<file path="src/rtl/tx_fifo_feeder.sv">
// tx_fifo_feeder: transmit-side byte FIFO that drains into a tx_serial UART
// through the sbyte/send/busy handshake.
// Build option: define TX_FIFO_OVF_EN to enable the sticky overflow flag `ovf`.
// When it is undefined, `ovf` is tied low and no overflow logic exists.
module tx_fifo_feeder #(
  parameter int DEPTH_LOG2 = 4
) (
  input  logic                  clk100,
  input  logic                  reset_n,
  input  logic [7:0]            wr_byte,
  input  logic                  wr_en,
  output logic                  full,
  output logic                  empty,
  output logic [DEPTH_LOG2:0]   level,
  output logic                  ovf,
  output logic [7:0]            sbyte,
  output logic                  send,
  input  logic                  busy
);

  localparam int DEPTH = 1 << DEPTH_LOG2;
  localparam logic [DEPTH_LOG2:0]   LVL_FULL = (DEPTH_LOG2+1)'(DEPTH);
  localparam logic [DEPTH_LOG2:0]   LVL_ZERO = (DEPTH_LOG2+1)'(0);
  localparam logic [DEPTH_LOG2:0]   LVL_ONE  = (DEPTH_LOG2+1)'(1);
  localparam logic [DEPTH_LOG2-1:0] PTR_ZERO = DEPTH_LOG2'(0);
  localparam logic [DEPTH_LOG2-1:0] PTR_ONE  = DEPTH_LOG2'(1);

  typedef enum logic [1:0] {
    ST_IDLE    = 2'd0,
    ST_SEND    = 2'd1,
    ST_WAIT_HI = 2'd2,
    ST_WAIT_LO = 2'd3
  } state_t;

  logic [7:0]            r_mem [DEPTH];
  logic [DEPTH_LOG2-1:0] r_wp;
  logic [DEPTH_LOG2-1:0] r_rp;
  logic [DEPTH_LOG2:0]   r_level;
  state_t                r_state;
  logic [7:0]            r_sbyte;
  logic                  r_send;

  logic w_full;
  logic w_empty;
  logic w_push;
  logic w_pop;

  // Flags decode from the registered occupancy, so a byte written into an
  // empty FIFO only becomes poppable on the following cycle.
  assign w_full  = (r_level == LVL_FULL);
  assign w_empty = (r_level == LVL_ZERO);

  // A write while full is dropped even if a pop happens in the same cycle.
  assign w_push  = wr_en & ~w_full;
  assign w_pop   = (r_state == ST_IDLE) & ~w_empty & ~busy;

  assign full    = w_full;
  assign empty   = w_empty;
  assign level   = r_level;
  assign sbyte   = r_sbyte;
  assign send    = r_send;

  // Storage array write; contents are intentionally left unreset.
  always_ff @(posedge clk100) begin
    if (w_push) begin
      r_mem[r_wp] <= wr_byte;
    end
  end

  // Write pointer advances on every accepted byte and wraps modulo depth.
  always_ff @(posedge clk100 or negedge reset_n) begin
    if (!reset_n) begin
      r_wp <= PTR_ZERO;
    end else if (w_push) begin
      r_wp <= r_wp + PTR_ONE;
    end
  end

  // Occupancy counter: +1 on push, -1 on pop, unchanged when both or neither.
  always_ff @(posedge clk100 or negedge reset_n) begin
    if (!reset_n) begin
      r_level <= LVL_ZERO;
    end else begin
      case ({w_push, w_pop})
        2'b10:   r_level <= r_level + LVL_ONE;
        2'b01:   r_level <= r_level - LVL_ONE;
        default: r_level <= r_level;
      endcase
    end
  end

  // Drain FSM: pop into sbyte, pulse send, then track busy high then low.
  always_ff @(posedge clk100 or negedge reset_n) begin
    if (!reset_n) begin
      r_state <= ST_IDLE;
      r_send  <= 1'b0;
      r_sbyte <= 8'h00;
      r_rp    <= PTR_ZERO;
    end else begin
      r_send <= 1'b0;
      case (r_state)
        ST_IDLE: begin
          if (w_pop) begin
            r_sbyte <= r_mem[r_rp];
            r_rp    <= r_rp + PTR_ONE;
            r_send  <= 1'b1;
            r_state <= ST_SEND;
          end
        end
        ST_SEND: begin
          r_state <= ST_WAIT_HI;
        end
        ST_WAIT_HI: begin
          // tx_serial raises busy one cycle after send; do not re-trigger early.
          if (busy) begin
            r_state <= ST_WAIT_LO;
          end
        end
        ST_WAIT_LO: begin
          if (!busy) begin
            r_state <= ST_IDLE;
          end
        end
        default: begin
          r_state <= ST_IDLE;
        end
      endcase
    end
  end

`ifdef TX_FIFO_OVF_EN
  logic r_ovf;

  // Sticky overflow: set by any write attempt while full, cleared only by reset.
  always_ff @(posedge clk100 or negedge reset_n) begin
    if (!reset_n) begin
      r_ovf <= 1'b0;
    end else if (wr_en && w_full) begin
      r_ovf <= 1'b1;
    end
  end

  assign ovf = r_ovf;
`else
  assign ovf = 1'b0;
`endif

endmodule

</file>
<file path="config.mk">
export PLATFORM = sky130hd
export DESIGN_NAME = tx_fifo_feeder
export DESIGN_NICKNAME = d
export VERILOG_FILES = /design/src/rtl/tx_fifo_feeder.sv
export SDC_FILE = /design/constraint.sdc
export NUM_CORES = 1
export LEC_CHECK = 0
export ABC_AREA = 0
export CAP_MARGIN = 20
export CORE_MARGIN = 5
export CORE_UTILIZATION = 50
export DETAILED_ROUTE_END_ITERATION = 8
export PLACE_DENSITY = 0.67
export RECOVER_POWER = 50
export SYNTH_ARGS = -nofsm -noshare
export SYNTH_HDL_FRONTEND = slang
export SYNTH_SLANG_ARGS = --single-unit
</file>
<file path="constraint.sdc">
create_clock -name clk100 -period 3.4 [get_ports clk100]
set_input_delay 0.68 -clock clk100 [delete_from_list [all_inputs] [get_ports clk100]]
set_output_delay 0.68 -clock clk100 [all_outputs]
set_load 0.01 [all_outputs]
</file>
-- Word-level counts from Yosys, hierarchy flattened
Memories as Yosys holds them, arrays and structs flattened. A register that Yosys moved wholly into a read port is not among the register bits.
Index checks and enable logic that the tools add are counted.
- RAM bits: 128
- input bits: 12
- memories kept: 1
- logic and storage cells: 40
- output and inout bits: 17
- register bits after elaboration: 16
- memory list (name ; depth ; bits a word ; read ports ; clocked after memory_dff ; write ports ; line ; text):
    r_mem ; 16 ; 8 ; 1 ; 1 ; 1 ; 35 ; logic [7:0] r_mem [DEPTH];
- $add $sub $neg: 4
- equal/unequal tests: 9
- bitwise gates (word level): 6
- reductions and logical operators: 6
- mux-type cells: 9
- operator list (operator ; number):
    case mux 5 bit (2 select lines) ; 1
    adder 4 x 1 -> 4 bit (second input constant) ; 2
    case mux 2 bit (4 select lines) ; 1
    equality test 2 bit (second input constant) ; 3
    2-to-1 mux 2 bit ; 3
    inequality test 2 bit (second input constant) ; 3
    adder 5 x 1 -> 5 bit (second input constant) ; 1
    equality test 5 bit (second input constant) ; 1
    zero test 5 bit ; 1
    subtractor 5 x 1 -> 5 bit (second input constant) ; 1
    equality test 2 x 1 -> 1 bit (second input constant) ; 2
    2-to-1 mux 1 bit ; 4
    AND 1 bit ; 3
    NOT 1 bit ; 3
    AND reduction 3 bit ; 1
    zero test 2 bit ; 1
    AND reduction 2 bit ; 1
    nonzero test 2 bit ; 1
    zero test 1 bit ; 1

-- Logic depth before layout (Yosys ltp)
- depth after elaboration: 6
- depth in mapped cells: 13
- mapped depth without buffers: 12

-- Worst setup path after synthesis
No wires, ideal clock.
- path kind: register to register
- start point: register r_level[1], in the netlist level[1]
- end point: register r_level[4], in the netlist level[4]
- data required time: 3.277 ns
- slack: 0.609 ns
- arrival: 2.668 ns
- setup time: 0.123 ns
- path buffers: 2
- period minus slack after synthesis: 2.791 ns
- stages on the path, launching flop included: 13
- cells stage by stage: dfrtp_1 -> buf_6 -> or4_4 -> o21ai_4 -> inv_2 -> ha_1 -> clkbuf_1 -> xor2_1 -> ha_1 -> o211a_1 -> o31ai_1 -> a31oi_1 -> xnor2_1
- cells in the longest elaborated chain, start to end: 6
- elaborated cells between the ends (all ways): 13
- classes of those cells: add/sub: 2; eq/ne: 3; mux: 1; bitwise: 5; reduce/logical: 2
- RTL lines (element ; line ; text):
    start, declared ; 38 ; logic [DEPTH_LOG2:0] r_level;
    start signal, assigned ; 85 ; 2'b10: r_level <= r_level + LVL_ONE;
    start signal, assigned ; 86 ; 2'b01: r_level <= r_level - LVL_ONE;
    start signal, assigned ; 87 ; default: r_level <= r_level;
    zero test 5 bit ; 51 ; assign w_empty = (r_level == LVL_ZERO);
    NOT 1 bit ; 55 ; assign w_pop = (r_state == ST_IDLE) & ~w_empty & ~busy;
    AND 1 bit (2 in a row) ; 55 ;
    equality test 2 x 1 -> 1 bit / equality test 2 bit (equally long branches) ; 84 ; case ({w_push, w_pop})
    case mux 5 bit (2 select lines) / nonzero test 2 bit (equally long branches) ; -- ;
Parallel ways exist; a longest one is shown, timed or not.
A chain may end at the register's enable or synchronous reset.

-- Worst setup path after layout
Ends and elaborated chain as after synthesis.

==> results.toml <==
[final_layout]
diodes = 0
fin_nets = 407
layout_common_cells = "128 x edfxtp_1, 32 x mux4_2, 23 x dfrtp_1"
final_util_pct = 61.2
drive_gt1_share_pct = 24.6
final_common_cell = "edfxtp_1"
synthToLayoutAreaGrowth_pct = 18.8

[synthesis]
synth_seq_area_share_pct = 71.2
synthDistinctLibCells = 39
yosysWarnings = 0
synth-seq-cells = 152
synth_nets = 359
synth_cells = 334
syn-cell-area_um2 = 6240
avgSynthCellArea_um2 = 18.7

[placement]
hpwl_um = 7500
io_buffers = 27
gp_congestion = 0.818
dp_slack_ns = 0.294

[flow_run]
max_cap_violations = 0

[clock_tree]
cts_root_buf = "clkbuf_16"
postCtsHoldBufs = 0
cts.sinks = 152
cts_resized = 0
cts_setup_buffers = 0
htreeDepth = 4
clockBufferDepth = 2
clk_latency_ns = 0.42
cts_tree = "done"
numCtsBuffers = 17
clk_pin_slew_ns = 0.06

[floorplanning]
chipHeight_um = 122
start_util_pct = 51.5
io_pins = 29
rows = 40
coreArea_um2 = 12100
fp.dieArea_um2 = 14800
die_x_um = 122

[detailed_routing]
drt_pre_antenna_iters = 4
remaining_drc_errors = 0
wl_um = 11700
via_count = 3103
routedWlPerCell_um = 20.7
vias_per_cell = 5.51
detail-route-antenna-nets = 0
drt-initial-drc-count = 171

[timing]
worst_slew_pin_slew_ns = 1.35
setup_ws_ns = 0.275
finalCriticalPeriod_ns = 3.12
fmax_mhz = 320
fin_tns_setup_ns = 0
whs_ns = 0.508
slew_viol_final = 0
hold_viol_final = 0
period_share_pct = 91.9
finalSetupViolCount = 0
rsz0062_at_grt = "no"
skew_ns = 0.00410
slew_headroom_pct = 10.0

[setup_path]
cp-startpoint = "level[1]$_DFFE_PN0P_"
cp.required_ns = 3.71
startpoint_type = "register"
critical_path_class = "register to register"
regToRegSetupSlack_ns = 0.28
crit_arrival_ns = 3.43
cp_max_fo = 12
r2r-end = "level[4]$_DFFE_PN0P_"
endpoint_kind = "register"
reg2reg_depth = 10
timing.rr.start = "level[1]$_DFFE_PN0P_"

[worst_hold_path]
hold_path_depth = 2
hp-class = "register to register"
hp-start = "sbyte[0]$_DFFE_PN0P_"
holdPathEnd = "sbyte[0]$_DFFE_PN0P_"

[global_route]
grt_start_max_net_pins = 34
antenna_found_initial = 0
grt_first_pass_wirelength_um = 18500
grt_use_total_pct = 17.6
grt_pass1_vias = 3288
overflow = 0

[power]
total_power_w = 0.00632
leakage_nw = 2.58
p_per_area_nw_per_um2 = 852
max-vdd-ir-drop_uv = 486

[outcome]
status = "completed"
-- critical path: stages, from the launching register on --
cell and delay, ns:
dfrtp_1 0.47, or4_1 0.64, o21ai_4 0.38, inv_2 0.14, ha_1 0.32, xor2_1 0.18, ha_1 0.22, o211a_1 0.23
o31ai_1 0.19, a31oi_1 0.08, xnor2_1 0.15
-- state kept, by name, summed over array words and instances, names as in the netlist --
register and count:
r_mem 128, level 5, r_rp 4, sbyte 8, r_wp 4, r_state 2, send 1
-- layout make-up --
type / count / area [um^2]
clock inverter: 14 / 205
timing repair buffer: 48 / 433
tap: 168 / 210
fill: 893 / 4700
multi-input combinational: 154 / 1660
inverter: 9 / 33.8
sequential: 152 / 4450
clock buffer: 18 / 429
-- cell usage after synthesis (all sizes together) --
| cell | instances | area [um^2] |
|---|---|---|
| edfxtp | 128 | 3840 |
| mux4 | 32 | 721 |
| dfrtp | 24 | 601 |
| nand2 | 19 | 73.8 |
| nor2 | 18 | 67.6 |
| mux2i | 17 | 170 |
| ha | 13 | 163 |
| buf | 12 | 73.8 |
| inv | 9 | 33.8 |
| o221ai | 8 | 120 |
| xnor2 | 8 | 70.1 |
| clkbuf | 7 | 26.3 |
| o21ai | 7 | 46.3 |
| nand2b | 4 | 27.5 |
| nor3 | 4 | 20.0 |
| a21oi | 3 | 15.0 |
| xor2 | 3 | 26.3 |
| a31oi | 2 | 12.5 |
| mux2 | 2 | 22.5 |
| nand4 | 2 | 12.5 |
| nor2b | 2 | 12.5 |
| a21boi | 1 | 11.3 |
| a311oi | 1 | 8.76 |
| a32oi | 1 | 8.76 |
| and2 | 1 | 6.26 |
| and3b | 1 | 8.76 |
| conb | 1 | 3.75 |
| nor4 | 1 | 6.26 |
| o211a | 1 | 10.0 |
| o31ai | 1 | 7.51 |
| or4 | 1 | 11.3 |
-- where the power goes --
group | internal [W] | switching (W)
Combinational | 0.000890 | 0.000856
Sequential | 0.00232 | 0.000258
Clock | 0.00129 | 0.000704
Total | 0.00450 | 0.00182
-- how the worst max path moves through the flow --
stage,endpoint,slack (ns)
5_1_grt,level[4]$_DFFE_PN0P_,0.09
3_5_place_dp,level[4]$_DFFE_PN0P_,0.29
3_3_place_gp,level[4]$_DFFE_PN0P_,0.34
2_1_floorplan,level[4]$_DFFE_PN0P_,0.61
6_report,level[4]$_DFFE_PN0P_,0.28
4_1_cts,level[4]$_DFFE_PN0P_,0.32
-- logic make-up after synthesis --
kind of cell | count (synthesis) | share of synthesized area [%]
flip-flops | 152 | 71.2
AND/OR/NAND/NOR | 53 | 3.95
multiplexers | 51 | 14.6
buffers and inverters | 28 | 2.15
AO/OA/AOI/OAI | 25 | 3.85
adder cells (fa/ha/maj) | 13 | 2.61
XOR/XNOR | 11 | 1.54
other | 1 | 0.0601
-- metrics by stage --
| step | std cells | cell area, um^2 |
|---|---|---|
| 3_3_place_gp | 531 | 6790 |
| 5_1_grt | 563 | 7420 |
| 3_5_place_dp | 531 | 6790 |
| 4_1_cts | 563 | 7430 |
| 2_1_floorplan | 334 | 6240 |
| 6_report | 563 | 7420 |
-- per-layer routing --
metal,wire length (um),share of wire [%],up-vias,global-route usage [%]
met5,0,0,-,0
met4,176,1.5,0,6.93
met3,480,4.1,18,5.11
met2,6100,52,72,29.2
met1,4920,42,1604,21.8
li1,-,-,1409,-
Note: power is estimated with default switching activity, not from simulation.
